===== config.mk =====
export PLATFORM = sky130hd
export DESIGN_NAME = clk_div_monitor_flat
export DESIGN_NICKNAME = d
export VERILOG_FILES = /design/src/rtl/clk_div_monitor_if.sv /design/src/rtl/clk_div_monitor.sv /design/src/flat_wrapper.sv
export SDC_FILE = /design/constraint.sdc
export NUM_CORES = 1
export LEC_CHECK = 0
export BUFFER_PORTS_ARGS = -buffer_cell sky130_fd_sc_hd__buf_2
export CORE_ASPECT_RATIO = 0.75
export CORE_UTILIZATION = 48
export DETAILED_ROUTE_END_ITERATION = 10
export PLACE_DENSITY = 0.66
export SLEW_MARGIN = 20
export SYNTH_ARGS = -nofsm -noshare
export SYNTH_HDL_FRONTEND = slang
export SYNTH_SLANG_ARGS = --single-unit

===== constraint.sdc =====
create_clock -name in_clk -period 5.5 [get_ports in_clk]
set_input_delay 1.1 -clock in_clk [delete_from_list [all_inputs] [get_ports in_clk]]
set_output_delay 1.1 -clock in_clk [all_outputs]
set_load 0.005 [all_outputs]

===== src/rtl/clk_div_monitor_if.sv =====
// rtl/clk_div_monitor_if.sv - divided-clock input, strobe and status bundle for clk_div_monitor
interface clk_div_monitor_if #(
    parameter int CNT_W = 8
);
    logic             div_clk;
    logic             clr_fault;
    logic             rise_pulse;
    logic             fall_pulse;
    logic [CNT_W-1:0] period;
    logic             locked;
    logic             stalled;
    logic             fault_sticky;

    modport master (
        output div_clk, clr_fault,
        input  rise_pulse, fall_pulse, period, locked, stalled, fault_sticky
    );

    modport slave (
        input  div_clk, clr_fault,
        output rise_pulse, fall_pulse, period, locked, stalled, fault_sticky
    );
endinterface


===== src/rtl/clk_div_monitor.sv =====
// rtl/clk_div_monitor.sv - div_clk edge strobes, half/full period measurement, lock/stall/fault monitor
// Optional glitch filter after the synchronizer: define CLK_MON_GLITCH_FILTER_EN.
module clk_div_monitor #(
    parameter int EXP_HALF = 4,
    parameter int TOL      = 1,
    parameter int LOCK_CNT = 4,
    parameter int TIMEOUT  = 16,
    parameter int CNT_W    = 8
) (
    input  logic             reset,
    input  logic             in_clk,
    clk_div_monitor_if.slave bus
);
    localparam logic [1:0] ST_ACQUIRE = 2'd0;
    localparam logic [1:0] ST_LOCKED  = 2'd1;
    localparam logic [1:0] ST_STALL   = 2'd2;

    localparam logic [CNT_W-1:0] CNT_MAX = '1;
    localparam logic [CNT_W-1:0] EXP_C   = CNT_W'(EXP_HALF);
    localparam logic [CNT_W-1:0] TOL_C   = CNT_W'(TOL);
    localparam logic [CNT_W-1:0] LOCK_C  = CNT_W'(LOCK_CNT);
    localparam logic [CNT_W-1:0] TO_C    = CNT_W'(TIMEOUT);
    localparam logic [CNT_W-1:0] ONE_C   = CNT_W'(1);

    logic             r_s1;
    logic             r_s2;
    logic             r_d;
    logic             r_rise_pulse;
    logic             r_fall_pulse;
    logic [1:0]       r_state;
    logic [CNT_W-1:0] r_good_cnt;
    logic [CNT_W-1:0] r_half_cnt;
    logic [CNT_W-1:0] r_high;
    logic [CNT_W-1:0] r_period;
    logic             r_first;
    logic             r_fault;

    logic             w_level;
    logic             w_rise;
    logic             w_fall;
    logic             w_edge;
    logic [CNT_W-1:0] w_diff;
    logic             w_good;
    logic [CNT_W:0]   w_sum;
    logic [CNT_W-1:0] w_period_sat;
    logic [CNT_W-1:0] w_good_inc;
    logic             w_timeout;
    logic [1:0]       w_state_nxt;
    logic [CNT_W-1:0] w_good_nxt;
    logic             w_first_nxt;
    logic             w_fault_set;
    logic             w_eval;

`ifdef CLK_MON_GLITCH_FILTER_EN
    logic r_f;

    always_ff @(posedge in_clk or posedge reset) begin
        if (reset) begin
            r_f <= 1'b0;
        end else begin
            r_f <= r_s2;
        end
    end

    // A new level is only taken once it has been seen on two consecutive samples.
    assign w_level = (r_s2 == r_f) ? r_s2 : r_d;
`else
    assign w_level = r_s2;
`endif

    assign w_rise = w_level & ~r_d;
    assign w_fall = ~w_level & r_d;
    assign w_edge = w_rise | w_fall;

    assign w_diff       = (r_half_cnt > EXP_C) ? (r_half_cnt - EXP_C) : (EXP_C - r_half_cnt);
    assign w_good       = (w_diff <= TOL_C);
    assign w_sum        = {1'b0, r_high} + {1'b0, r_half_cnt};
    assign w_period_sat = w_sum[CNT_W] ? CNT_MAX : w_sum[CNT_W-1:0];
    assign w_good_inc   = r_good_cnt + ONE_C;
    assign w_timeout    = !w_edge && (r_state != ST_STALL) && (r_half_cnt >= TO_C);
    assign w_eval       = w_edge && (r_state != ST_STALL) && !r_first;

    always_comb begin
        w_state_nxt = r_state;
        w_good_nxt  = r_good_cnt;
        w_first_nxt = r_first;
        w_fault_set = 1'b0;
        if (w_edge) begin
            if (r_state == ST_STALL) begin
                w_state_nxt = ST_ACQUIRE;
                w_first_nxt = 1'b1;
            end else if (r_first) begin
                w_first_nxt = 1'b0;
            end else if (r_state == ST_LOCKED) begin
                if (!w_good) begin
                    w_state_nxt = ST_ACQUIRE;
                    w_good_nxt  = '0;
                    w_fault_set = 1'b1;
                end
            end else if (w_good) begin
                if (w_good_inc == LOCK_C) begin
                    w_state_nxt = ST_LOCKED;
                    w_good_nxt  = '0;
                end else begin
                    w_good_nxt = w_good_inc;
                end
            end else begin
                w_good_nxt = '0;
            end
        end else if (w_timeout) begin
            w_state_nxt = ST_STALL;
            w_good_nxt  = '0;
            w_fault_set = (r_state == ST_LOCKED);
        end
    end

    always_ff @(posedge in_clk or posedge reset) begin
        if (reset) begin
            r_s1         <= 1'b0;
            r_s2         <= 1'b0;
            r_d          <= 1'b0;
            r_rise_pulse <= 1'b0;
            r_fall_pulse <= 1'b0;
            r_state      <= ST_ACQUIRE;
            r_good_cnt   <= '0;
            r_half_cnt   <= '0;
            r_high       <= '0;
            r_period     <= '0;
            r_first      <= 1'b1;
            r_fault      <= 1'b0;
        end else begin
            r_s1         <= bus.div_clk;
            r_s2         <= r_s1;
            r_d          <= w_level;
            r_rise_pulse <= w_rise;
            r_fall_pulse <= w_fall;
            r_state      <= w_state_nxt;
            r_good_cnt   <= w_good_nxt;
            r_first      <= w_first_nxt;
            if (w_edge) begin
                r_half_cnt <= ONE_C;
            end else if (r_half_cnt != CNT_MAX) begin
                r_half_cnt <= r_half_cnt + ONE_C;
            end
            if (w_fall) begin
                r_high <= r_half_cnt;
            end
            if (w_eval && w_rise) begin
                r_period <= w_period_sat;
            end
            if (w_fault_set) begin
                r_fault <= 1'b1;
            end else if (bus.clr_fault) begin
                r_fault <= 1'b0;
            end
        end
    end

    assign bus.rise_pulse   = r_rise_pulse;
    assign bus.fall_pulse   = r_fall_pulse;
    assign bus.period       = r_period;
    assign bus.locked       = (r_state == ST_LOCKED);
    assign bus.stalled      = (r_state == ST_STALL);
    assign bus.fault_sticky = r_fault;
endmodule


===== src/flat_wrapper.sv =====
// flat-port wrapper written by rule: the top's interface ports become plain ports
module clk_div_monitor_flat 
#(
    parameter int EXP_HALF = 4,
    parameter int TOL      = 1,
    parameter int LOCK_CNT = 4,
    parameter int TIMEOUT  = 16,
    parameter int CNT_W    = 8
)
  (reset, in_clk, bus_div_clk, bus_clr_fault, bus_rise_pulse, bus_fall_pulse, bus_period, bus_locked, bus_stalled, bus_fault_sticky);
  clk_div_monitor_if #(.CNT_W(CNT_W)) bus_i ();
  input  logic reset;
  input  logic in_clk;
  input wire logic [$bits(bus_i.div_clk)-1:0] bus_div_clk;
  input wire logic [$bits(bus_i.clr_fault)-1:0] bus_clr_fault;
  output wire logic [$bits(bus_i.rise_pulse)-1:0] bus_rise_pulse;
  output wire logic [$bits(bus_i.fall_pulse)-1:0] bus_fall_pulse;
  output wire logic [$bits(bus_i.period)-1:0] bus_period;
  output wire logic [$bits(bus_i.locked)-1:0] bus_locked;
  output wire logic [$bits(bus_i.stalled)-1:0] bus_stalled;
  output wire logic [$bits(bus_i.fault_sticky)-1:0] bus_fault_sticky;
  assign bus_i.div_clk = bus_div_clk;
  assign bus_i.clr_fault = bus_clr_fault;
  assign bus_rise_pulse = bus_i.rise_pulse;
  assign bus_fall_pulse = bus_i.fall_pulse;
  assign bus_period = bus_i.period;
  assign bus_locked = bus_i.locked;
  assign bus_stalled = bus_i.stalled;
  assign bus_fault_sticky = bus_i.fault_sticky;
  clk_div_monitor #(.EXP_HALF(EXP_HALF), .TOL(TOL), .LOCK_CNT(LOCK_CNT), .TIMEOUT(TIMEOUT), .CNT_W(CNT_W)) u_core (.reset(reset), .in_clk(in_clk), .bus(bus_i));
endmodule

==> impl_metrics.csv <==
group,metric,value,unit
status,outcome,"completed",
sta,fin_crit_sh,50.2,%
global_route,grt_pass1_vias,1804,
global_route,antenna_found_initial,0,
detailed_routing,wirelength,4890,µm
clock_tree,cts.sinks,41,
detailed_routing,drt_first_iter_violations,145,
min_path,whs_path_depth,0,
clock_tree,path_clk_slew,0.08,ns
logic_synthesis,ys_types,52,
sta,fin_crit,2.76,ns
logic_synthesis,synthesis.instances,255,
die,pin_count,17,
clock_tree,clock_path_buffers,2,
logic_synthesis,ys_async_sr_fraction,100,%
sta,finalSetupTns,0,ns
placement,gp_congestion,0.816,
power_and_ir_drop,swShare,33.9,%
global_route,use_met3,3.49,%
global_route,use_met1,31.4,%
min_path,hold_start,"u_core.r_s1$_DFF_PP0_",
global_route,grt_first_pass_wirelength,8740,µm
logic_synthesis,ys_warn_count,0,
die,die_w,84.9,µm
power_and_ir_drop,combPwrFrac,32.1,%
logic_synthesis,synth_area_leaders,"dfrtp_1 40%, ha_1 11%, nand2_1 3.9%, mux2_2 3.2%, inv_1 3.0%",
die,start_util,50.2,%
power_and_ir_drop,p_leak,1.31,nW
power_and_ir_drop,pwr-share-clk,24.3,%
power_and_ir_drop,power_switching,0.298,mW
sta,skew,0.0106,ns
detailed_routing,avgRoutedWirePerCell,14.8,µm
power_and_ir_drop,irDropWorstVdd,198,µV
detailed_routing,num_vias,1837,
worst_setup_path,rrSetupSlack,2.74,ns
die,rows,22,
clock_tree,postCtsSetupRepairBufs,0,
logic_synthesis,synth_ff_type,"dfrtp_1",
worst_setup_path,cp_data_required_time,5.72,ns
logic_synthesis,synth_area,2470,µm²
logic_synthesis,ys_seq_area_share,41.5,%
detailed_routing,vias_per_cell,5.57,
logic_synthesis,synth_edf_count,0,
min_path,hp-class,"flip-flop to flip-flop",
die,die_h,64.2,µm
placement,pre_cts_ws,2.77,ns
sta,slew_headroom,64.3,%
worst_setup_path,crit_arrival,2.98,ns
clock_tree,cts_tree,"yes",
worst_setup_path,worstReg2RegStart,"u_core.r_half_cnt[4]$_DFFE_PP0P_",
sta,fmax,0.362,GHz
sta,finalHoldViolations,0,
global_route,grt-busiest-layer,"met1",
worst_setup_path,path_class,"flip-flop to flip-flop",
sta,whs,0.361,ns
placement,io_buffers,16,
die,fp.dieArea,5450,µm²
clock_tree,hold_buffers,0,
clock_tree,ctsResizeCount,0,
detailed_routing,drtAntennaViolNets,0,
global_route,grt.met2_usage,29.9,%
global_route,grtUsageTotal,20.8,%
worst_setup_path,reg2regPathDepth,7,
logic_synthesis,syn-num-nets,281,
cells_and_area,drive_gt1_share,15.6,%
clock_tree,root_buffer,"clkbuf_8",
clock_tree,clkLatencyLatePin,0.30,ns
detailed_routing,drc,0,
worst_setup_path,r2r-end,"u_core.r_good_cnt[6]$_DFFE_PP0P_",
power_and_ir_drop,p_int,0.581,mW
cells_and_area,nNetsFinal,295,
worst_setup_path,start_kind,"flip-flop",
placement,dp.final_hpwl,3450,µm
global_route,overflow,0,
detailed_routing,dr.pass1.iters,4,
power_and_ir_drop,p_per_area,327,nW/µm²
logic_synthesis,synth_area_leader_cell,"dfrtp_1",
power_and_ir_drop,finalPower,0.879,mW
power_and_ir_drop,pwr-share-seq,43.6,%
sta,setup_ws,2.74,ns
sta,setup_viol,0,
clock_tree,numCtsBuffers,5,
worst_setup_path,critPathMaxFanout,10,
run,maxCapViolations,0,
sta,rsz0062_at_grt,"false",
sta,slew_viol_final,0,
min_path,hold_end,"u_core.r_s2$_DFF_PP0_",
die,core,4930,µm²
logic_synthesis,ys_ff_latch,41,
logic_synthesis,synth_top_area_share,40.5,%
cells_and_area,area_growth,8.50,%
global_route,grt_max_degree,42,
sta,worst_slew_pin_slew,0.531,ns
clock_tree,htree_levels,2,
worst_setup_path,critPathCaptureType,"flip-flop",
logic_synthesis,avgSynthCellArea,9.70,µm²
cells_and_area,n_antenna_cell,0,
==> registers in the layout (all words and copies together) (netlist names) <==
signal	cells
u_core.bus.fall_pulse	1
u_core.bus.fault_sticky	1
u_core.bus.period	8
u_core.bus.rise_pulse	1
u_core.r_d	1
u_core.r_first	1
u_core.r_good_cnt	8
u_core.r_half_cnt	8
u_core.r_high	8
u_core.r_s1	1
u_core.r_s2	1
u_core.r_state	2
==> through the flow <==
stage / std cells / util (%) / instance area [µm²]
finish: 330 / 54.5 / 2680
floorplan: 255 / - / 2470
CTS: 330 / 54.5 / 2680
global placement: 322 / 52.5 / 2590
detailed placement: 322 / 52.5 / 2590
global route: 330 / 54.5 / 2680
==> worst max-delay path by stage <==
stage	start	endpoint	slack, ns	cells after the start
3_3_place_gp	u_core.r_half_cnt[4]$_DFFE_PP0P_	u_core.r_good_cnt[6]$_DFFE_PP0P_	2.85	7
2_1_floorplan	u_core.r_half_cnt[7]$_DFFE_PP0P_	u_core.r_good_cnt[6]$_DFFE_PP0P_	3.03	9
4_1_cts	u_core.r_half_cnt[4]$_DFFE_PP0P_	u_core.r_good_cnt[6]$_DFFE_PP0P_	2.75	7
5_1_grt	u_core.r_half_cnt[4]$_DFFE_PP0P_	u_core.r_good_cnt[6]$_DFFE_PP0P_	2.50	7
3_5_place_dp	u_core.r_half_cnt[7]$_DFFE_PP0P_	u_core.r_good_cnt[6]$_DFFE_PP0P_	2.77	7
6_report	u_core.r_half_cnt[4]$_DFFE_PP0P_	u_core.r_good_cnt[6]$_DFFE_PP0P_	2.74	7
==> layout make-up <==
cell class,instances,area (µm²)
clock buffers,6,82.6
clock inverters,2,13.8
fillers,451,2240
inverters,20,75.1
multi-input cells,184,1320
flip-flops and latches,41,1030
well taps,60,75.1
repair buffers,17,87.6
==> critical path, cell delays in order (launching register included) <==
cell,delay [ns]
dfrtp_1,0.50
or4_1,0.68
o21ai_1,0.20
a31oi_1,0.14
a2111oi_4,0.45
nor3b_4,0.46
nand3_1,0.15
o211ai_2,0.09
==> cell families after synthesis <==
| group | after synthesis | synth area share, % |
|---|---|---|
| DFF | 41 | 41.5 |
| and+or+nand+nor | 84 | 17.7 |
| AOI/OAI and AO/OA | 62 | 18.0 |
| adders and majority gates | 22 | 11.4 |
| muxes | 8 | 3.59 |
| buffers and inverters | 30 | 5.01 |
| xor gates and xnor gates | 8 | 2.83 |
==> Yosys cell counts (2+ instances only) <==
library cell   n
dfrtp_1       40
nand2_1       26
ha_1          21
inv_1         20
nor2_1        13
a21oi_1       11
o21ai_0       11
nand3_1        8
mux2_2         7
o22a_1         7
clkbuf_1       6
nor3_1         6
and3_1         5
nor2b_1        5
o21ai_1        5
xnor2_1        5
a21o_1         4
a31oi_1        4
nand4_1        4
buf_2          3
nor4_1         3
nor4b_1        3
xor2_1         3
a31o_2         2
a32o_1         2
and2_1         2
nand2b_1       2
o211ai_1       2
o22ai_1        2
==> per-layer routing <==
layer | share of wire, % | vias up
li1 | - | 942
met1 | 56 | 841
met2 | 39 | 45
met3 | 3.7 | 9
met4 | 1.6 | 0
met5 | 0 | -
==> cells in the final DEF (no fill, tap or decap), types with 2 or more instances in the layout <==
master,n
inv_1,20
a21oi_1,11
a31o_2,2
a32o_1,2
nand3_1,8
dfrtp_1,40
nand2b_1,2
clkbuf_8,6
o21ai_1,5
buf_2,16
xnor2_1,5
and2_1,2
ha_1,21
xor2_1,3
nand2_1,26
nor4_1,3
o22ai_1,2
and3_1,5
nor4b_1,3
nor2b_1,5
a21o_1,4
o21ai_0,11
nand4_1,4
nor3_1,6
o22a_1,7
a31oi_1,4
mux2_2,7
nor2_1,13
o211ai_1,2
==> power groups by stage <==
| stage | combinational [mW] | clock (mW) | sequential, mW |
|---|---|---|---|
| after global placement | 0.280 | 0 | 0.388 |
| after CTS | 0.283 | 0.219 | 0.383 |
| final | 0.282 | 0.213 | 0.383 |
| after detailed placement | 0.281 | 0 | 0.389 |
| after global routing | 0.321 | 0.232 | 0.391 |
| after floorplan | 0.210 | 0 | 0.384 |
Note: power is estimated with default switching activity, not from simulation.
